[src/rtl/ifetch_ctrl.sv]
// Fetch-stage sequencer: owns the PC, issues fixed-latency imem reads, tracks them
// in a shift register and buffers returned words with their PC for decode.
module ifetch_ctrl #(
  parameter logic [31:0] RESET_PC  = 32'h0000_0000,
  parameter int          MEM_LAT   = 1,
  parameter int          BUF_DEPTH = 4
) (
  input  logic        clk,
  input  logic        rst_n,
  input  logic        fetch_en_i,
  output logic        imem_req_o,
  output logic [31:0] imem_addr_o,
  input  logic [31:0] imem_rdata_i,
  input  logic        redirect_valid_i,
  input  logic [31:0] redirect_pc_i,
  output logic        if_valid_o,
  input  logic        if_ready_i,
  output logic [31:0] if_instr_o,
  output logic [31:0] if_pc_o,
  output logic [1:0]  fsm_state_o
);
  localparam int AW = $clog2(BUF_DEPTH);

  typedef enum logic [1:0] {S_IDLE = 2'b00, S_FETCH = 2'b01, S_WAIT = 2'b10} state_e;

  state_e                      state_q, state_d;
  logic [31:0]                 pc_q;
  logic                        epoch_q;
  logic [MEM_LAT-1:0]          slot_vld_q, slot_ep_q;
  logic [MEM_LAT-1:0][31:0]    slot_pc_q;
  logic [BUF_DEPTH-1:0][31:0]  buf_instr_q, buf_pc_q;
  logic [AW:0]                 wr_ptr_q, rd_ptr_q, occ;
  logic [31:0]                 in_flight, credit, redir_pc;
  logic                        issue, pop, push, empty;

  assign occ      = wr_ptr_q - rd_ptr_q;
  assign empty    = (occ == '0);
  assign redir_pc = redirect_pc_i & ~32'h3;

  always_comb begin
    in_flight = '0;
    for (int i = 0; i < MEM_LAT; i++) in_flight = in_flight + 32'(slot_vld_q[i]);
  end

  assign if_valid_o  = ~empty & ~redirect_valid_i;
  assign pop         = if_valid_o & if_ready_i;
  // Slots already in flight hold buffer space, so a retiring word always has room.
  assign credit      = 32'(BUF_DEPTH) - (32'(occ) + in_flight) + 32'(pop);
  assign issue       = fetch_en_i & ~redirect_valid_i & (credit != '0);
  assign push        = slot_vld_q[MEM_LAT-1] & (slot_ep_q[MEM_LAT-1] == epoch_q);
  assign imem_req_o  = issue;
  assign imem_addr_o = pc_q;
  assign if_instr_o  = buf_instr_q[rd_ptr_q[AW-1:0]];
  assign if_pc_o     = buf_pc_q[rd_ptr_q[AW-1:0]];
  assign fsm_state_o = state_q;

  always_ff @(posedge clk or negedge rst_n) begin
    if (!rst_n) begin
      pc_q    <= RESET_PC;
      epoch_q <= 1'b0;
    end else if (redirect_valid_i) begin
      pc_q    <= redir_pc;
      epoch_q <= ~epoch_q;
    end else if (issue) begin
      pc_q    <= pc_q + 32'd4;
    end
  end

  always_ff @(posedge clk or negedge rst_n) begin
    if (!rst_n) begin
      slot_vld_q <= '0;
      slot_ep_q  <= '0;
      slot_pc_q  <= '0;
    end else begin
      slot_vld_q[0] <= issue;
      slot_ep_q[0]  <= epoch_q;
      slot_pc_q[0]  <= pc_q;
      for (int i = 1; i < MEM_LAT; i++) begin
        slot_vld_q[i] <= slot_vld_q[i-1];
        slot_ep_q[i]  <= slot_ep_q[i-1];
        slot_pc_q[i]  <= slot_pc_q[i-1];
      end
      // Killing slots as well as toggling the epoch keeps back-to-back
      // redirects from reviving reads issued two epochs ago.
      if (redirect_valid_i) slot_vld_q <= '0;
    end
  end

  always_ff @(posedge clk or negedge rst_n) begin
    if (!rst_n) begin
      wr_ptr_q    <= '0;
      rd_ptr_q    <= '0;
      buf_instr_q <= '0;
      buf_pc_q    <= '0;
    end else if (redirect_valid_i) begin
      wr_ptr_q <= '0;
      rd_ptr_q <= '0;
    end else begin
      if (push) begin
        buf_instr_q[wr_ptr_q[AW-1:0]] <= imem_rdata_i;
        buf_pc_q[wr_ptr_q[AW-1:0]]    <= slot_pc_q[MEM_LAT-1];
        wr_ptr_q                      <= wr_ptr_q + (AW+1)'(1);
      end
      if (pop) rd_ptr_q <= rd_ptr_q + (AW+1)'(1);
    end
  end

  always_ff @(posedge clk or negedge rst_n) begin
    if (!rst_n) state_q <= S_IDLE;
    else        state_q <= state_d;
  end

  always_comb begin
    state_d = state_q;
    if (redirect_valid_i) begin
      state_d = fetch_en_i ? S_FETCH : S_IDLE;
    end else begin
      case (state_q)
        S_IDLE:  if (fetch_en_i) state_d = S_FETCH;
        S_FETCH: if (!fetch_en_i) state_d = S_IDLE;
                 else if (credit == '0) state_d = S_WAIT;
        S_WAIT:  if (!fetch_en_i) state_d = S_IDLE;
                 else if (credit != '0) state_d = S_FETCH;
        default: state_d = S_IDLE;
      endcase
    end
  end
endmodule

[config.mk]
export PLATFORM = sky130hd
export DESIGN_NAME = ifetch_ctrl
export DESIGN_NICKNAME = d
export VERILOG_FILES = /design/src/rtl/ifetch_ctrl.sv
export SDC_FILE = /design/constraint.sdc
export NUM_CORES = 1
export LEC_CHECK = 0
export BUFFER_PORTS_ARGS = -buffer_cell sky130_fd_sc_hd__buf_2
export CORE_AREA = 4 4 222 224
export DETAILED_ROUTE_END_ITERATION = 6
export DIE_AREA = 0 0 226 228
export PLACE_DENSITY_LB_ADDON = 0.25
export RECOVER_POWER = 25
export SETUP_SLACK_MARGIN = 0.05
export SYNTH_ARGS = -nofsm -noshare
export SYNTH_HDL_FRONTEND = slang
export SYNTH_SLANG_ARGS = --single-unit
[constraint.sdc]
create_clock -name clk -period 5.3 [get_ports clk]
set_input_delay 1.06 -clock clk [delete_from_list [all_inputs] [get_ports clk]]
set_output_delay 1.06 -clock clk [all_outputs]
set_load 0.02 [all_outputs]
### After elaboration in Yosys (flattened, before gate mapping)

Index checks and enable logic that the tools add are counted.

* logic and storage cells: 73
* register bits after elaboration: 331
* input port bits: 69
* output and inout port bits: 100

* multiplexer cells: 23
* reduce and logical (&&, ||, !) cells: 10
* bitwise logic cells: 8
* $add $sub $neg: 7
* eq/ne operators: 6
* $lt $le $gt $ge: 3

Operators by type and width (number)
* $bwmux 128: 2
* $mux 32: 5
* $bmux 32 s2: 2
* $demux 32 s2: 1
* $add 32x3->32 const B: 1
* $logic_not 32->1: 1
* $reduce_bool 32->1: 1
* $mux 2: 6
* $mux 3: 4
* $ne 4x4->1 const B: 2
* $add 3x1->3 const B: 2
* $add 5x2->6: 1
* $lt 2x3->1 const B: 2
* $pmux 2 s3: 1
* $reduce_bool 2->1: 3
* $and 1x1->1: 5
* $sub 3x4->5 const A: 1
* $add 3x1->4: 1
* $logic_not 3->1: 1
* $ne 3x3->1 const B: 1
* $not 1->1: 3
* $reduce_and 3->1: 1
* $sub 3x3->3: 1
* $eq 2x1->1 const B: 1
* other kinds (7): 8

### Depth between registers and ports, before layout

* depth in word-level cells: 11
* mapped depth: 14
* mapped depth without buffers: 14

### Least setup slack after synthesis

OpenSTA, ideal clock, no wires.

* kind: reg2out
* start point: register rd_ptr_q[1]
* end point: output port imem_req_o
* path buffers: 2
* stages on the path, launching flop included: 13
* arrival time: 3.518 ns
* required time: 4.240 ns
* slack: 0.722 ns
* cells stage by stage: dfrtp_1 > clkbuf_1 > clkbuf_1 > inv_1 > fa_1 > xor3_1 > a311oi_2 > ha_1 > ha_1 > o21a_1 > a2111o_1 > o21ai_4 > inv_4

* cells in the longest elaborated chain, start to end: 8
* elaborated cells between the ends (all ways): 10
* classes of those cells: 4 x add/sub; 4 x bitwise; 2 x reduce/logical

Ends and longest elaborated chain
* start: declaration: RTL line 32 `logic [AW:0] wr_ptr_q, rd_ptr_q, occ;`
* start signal: assignment: RTL line 104 `if (pop) rd_ptr_q <= rd_ptr_q + (AW+1)'(1);`
* $sub 3x3->3 *: RTL line 36 `assign occ = wr_ptr_q - rd_ptr_q;`
* parallel branches: the longest is 4 deep, another holds $sub 3x4->5
* $add 5x2->6 *: RTL line 48 `assign credit = 32'(BUF_DEPTH) - (32'(occ) + in_flight) + 32'(pop);`
* $reduce_bool 32->1 *: RTL line 49 `assign issue = fetch_en_i & ~redirect_valid_i & (credit != '0);`
* $and 1x1->1 *: RTL line 49
* end: declaration: RTL line 11 `output logic imem_req_o,`

Mark *: on every way between the ends.

### Worst setup path after layout

* start point: register wr_ptr_q[0]
* end point: output port imem_req_o

* cells in the longest elaborated chain, start to end: 8
* elaborated cells between the ends (all ways): 10
* classes of those cells: 4 x add/sub; 4 x bitwise; 2 x reduce/logical

Ends and longest elaborated chain
* start: declaration: RTL line 32
* start signal: assignment: RTL line 102 `wr_ptr_q <= wr_ptr_q + (AW+1)'(1);`
* $sub 3x3->3 *: RTL line 36
* parallel branches: the longest is 4 deep, another holds $sub 3x4->5
* $add 5x2->6 *: RTL line 48
* $reduce_bool 32->1 *: RTL line 49
* $and 1x1->1 *: RTL line 49

Marked as above.

==> flow_summary.json <==
{
  "critPathMaxFanout": 9,
  "numCtsBuffers": 39,
  "io_pins": 169,
  "die_w_microns": 226,
  "post-route-period-util": 0.949,
  "synth_edf_count": 0,
  "cp_slowest_cell": "a2111o_1",
  "rsz0062_at_grt": "no",
  "required_ns": 4.24,
  "fin_worst_skew_ns": 0.0106,
  "async_reset_ff_frac": 1.00,
  "syn-mean-instance-area_sq_um": 15.2,
  "gp_congestion": 0.780,
  "drc_errors": 0,
  "grt_pass1_vias": 9250,
  "p_per_area_nw_per_um2": 549,
  "start_util": 0.298,
  "dieArea_sq_um": 51500,
  "maxCapViolCount": 1,
  "die_y_microns": 228,
  "layout_commonest_cell": "dfrtp_1",
  "path_cells": "inv_1 > ha_1 > inv_1 > fa_1 > xor3_2 > a311oi_4 > ha_1 > ha_1 > o21a_1 > a2111o_1 > o21ai_4 > inv_4 > buf_2",
  "grt_remaining_overflow": 0,
  "fin_tns_setup_ns": 0,
  "cts_sinks": 319,
  "final_max_slew_viol_count": 106,
  "cp_slowest_stage_delay_ns": 0.47,
  "status": "finished, violations left",
  "vdd_drop_max_mv": 0.271,
  "fmax_mhz": 199,
  "hpwl_microns": 22000,
  "violations": "capacitance limit, slew limit",
  "clk_pin_slew_ns": 0.05,
  "synth_ff_type": "dfrtp_1",
  "postCtsHoldBufs": 0,
  "synthToLayoutAreaGrowth_pct": 20.4,
  "cp-start-kind": "flip-flop",
  "crit_path_end_kind": "primary output",
  "gr-usage-all-layers": 0.138,
  "setup_viol": 0,
  "viasPerCell": 4.89,
  "worst_pin_slew_ns": 2.80,
  "hold_ws_ns": 0.433,
  "p_leak_uw": 0.00792,
  "cp.arrival_ns": 3.97,
  "p_total_uw": 9320,
  "drt-initial-drc-count": 391,
  "syn_area_sq_um": 14100,
  "vias": 8503,
  "synth_cell_types": 55,
  "cp_common_cell": "ha_1",
  "ant_nets": 0,
  "diodes": 0,
  "wl_per_cell_microns": 20.1,
  "cp.buffers_inverters": 4,
  "hold_violations": 0,
  "drive_above_1_share": 0.512,
  "cpLargestDelayFamily": "compound AO/OA/AOI/OAI gates",
  "clk_latency_ns": 0.54,
  "hold_class": "reg2reg",
  "dr.pass1.iters": 6,
  "ys_ff_latch": 319,
  "ys_seq_area_frac": 0.566,
  "cts_tree": "built",
  "grt_max_degree": 107,
  "max-slew-margin-rel": -0.865,
  "fp-row-count": 80,
  "final_nets": 1179,
  "htreeDepth": 2,
  "antenna_found_initial": 1,
  "worstSetupPathType": "reg2out",
  "grt_pass1_wl_microns": 55700,
  "root_buffer": "clkbuf_16",
  "netlist_instances": 925,
  "wl_microns": 35100,
  "coreArea_sq_um": 47300,
  "yosys_warnings": 0,
  "clockBufferDepth": 3,
  "final_cell_mix": "dfrtp_1 (317), mux2_2 (252), buf_2 (160)",
  "io_buffers": 162,
  "fin_crit_ns": 5.03
}
==> cell families after synthesis <==
logic type / synth area share
DFF: 0.566
muxes: 0.302
and+or+nand+nor: 0.0381
AOI/OAI and AO/OA: 0.0415
buffers and inverters: 0.0225
xor gates and xnor gates: 0.0166
adders and majority gates: 0.0130
other: 0.000266
==> layer usage <==
metal,track usage,vias up,part of all wire
met3,0.0283,47,0.048
li1,-,3799,-
met5,0,-,0
met2,0.216,207,0.47
met4,0.0360,0,0.018
met1,0.197,4450,0.47
==> report_power, final <==
| group | switching (uW) | internal, uW | leakage [uW] |
|---|---|---|---|
| clock | 1040 | 1740 | 0.000665 |
| sequential | 331 | 2990 | 0.00416 |
| combinational | 1800 | 1420 | 0.00310 |
| total | 3170 | 6150 | 0.00792 |
==> area by class of cell <==
| cell class | count | area, sq um |
|---|---|---|
| clock buffer | 53 | 1090 |
| clock inverter | 17 | 253 |
| fill | 4566 | 30400 |
| inverter | 14 | 55.1 |
| multi-input combinational | 541 | 5850 |
| sequential | 319 | 7990 |
| tap | 615 | 769 |
| timing repair buffer | 181 | 965 |
==> worst paths after layout <==
path	from	endpoint	slack, ns	cells after the start
setup / recovery	wr_ptr_q[0]	imem_req_o	0.27	13
hold / removal	epoch_q	slot_ep_q	0.43	0
setup reg to reg	wr_ptr_q[0]	imem_addr_o[30]	1.35	14
hold reg to reg	epoch_q	slot_ep_q	0.43	0
max in group asynchronous	rst_n	buf_instr_q[2]	1.27	2
min in group asynchronous	rst_n	buf_instr_q[26]	1.41	1
==> sequential cells by signal (all words and copies together) (netlist names) <==
signal	cells
slot_pc_q	30
rd_ptr_q	3
slot_vld_q	1
epoch_q	1
buf_pc_q	120
fsm_state_o	2
imem_addr_o	30
slot_ep_q	1
wr_ptr_q	3
buf_instr_q	128
==> through the flow <==
step	area, sq um	worst slack (ns)	instances	utilization
after global routing	17000	0.0721	1740	0.358
final	17000	0.272	1740	0.358
after global placement	15600	0.647	1666	0.330
after CTS	17000	0.165	1737	0.358
after detailed placement	15600	0.610	1666	0.330
after floorplan	14100	0.722	928	-
==> synthesized netlist by cell type (7+ instances only) <==
library cell / n / share of area
buf_2: 33 / 0.012
xnor2_1: 16 / 0.0099
dfrtp_1: 319 / 0.57
nor3_1: 8 / 0.0028
o21ai_0: 16 / 0.0057
nand4_1: 13 / 0.0058
xor2_1: 8 / 0.0050
nor2_1: 16 / 0.0043
mux4_2: 62 / 0.099
clkbuf_1: 15 / 0.0040
nand3_1: 10 / 0.0036
ha_1: 13 / 0.012
nand2_1: 39 / 0.010
inv_1: 12 / 0.0032
and3_1: 7 / 0.0031
mux2_2: 252 / 0.20
a21oi_1: 11 / 0.0039
==> timing repair <==
item / in CTS / in global routing
setup endpoints to repair: 1 / 1
pin swaps: 1 / 2
gates resized for setup: 1 / 1
gates cloned: 0 / 0
setup buffers: 1 / 3
Power figures use the tool's default switching activity.
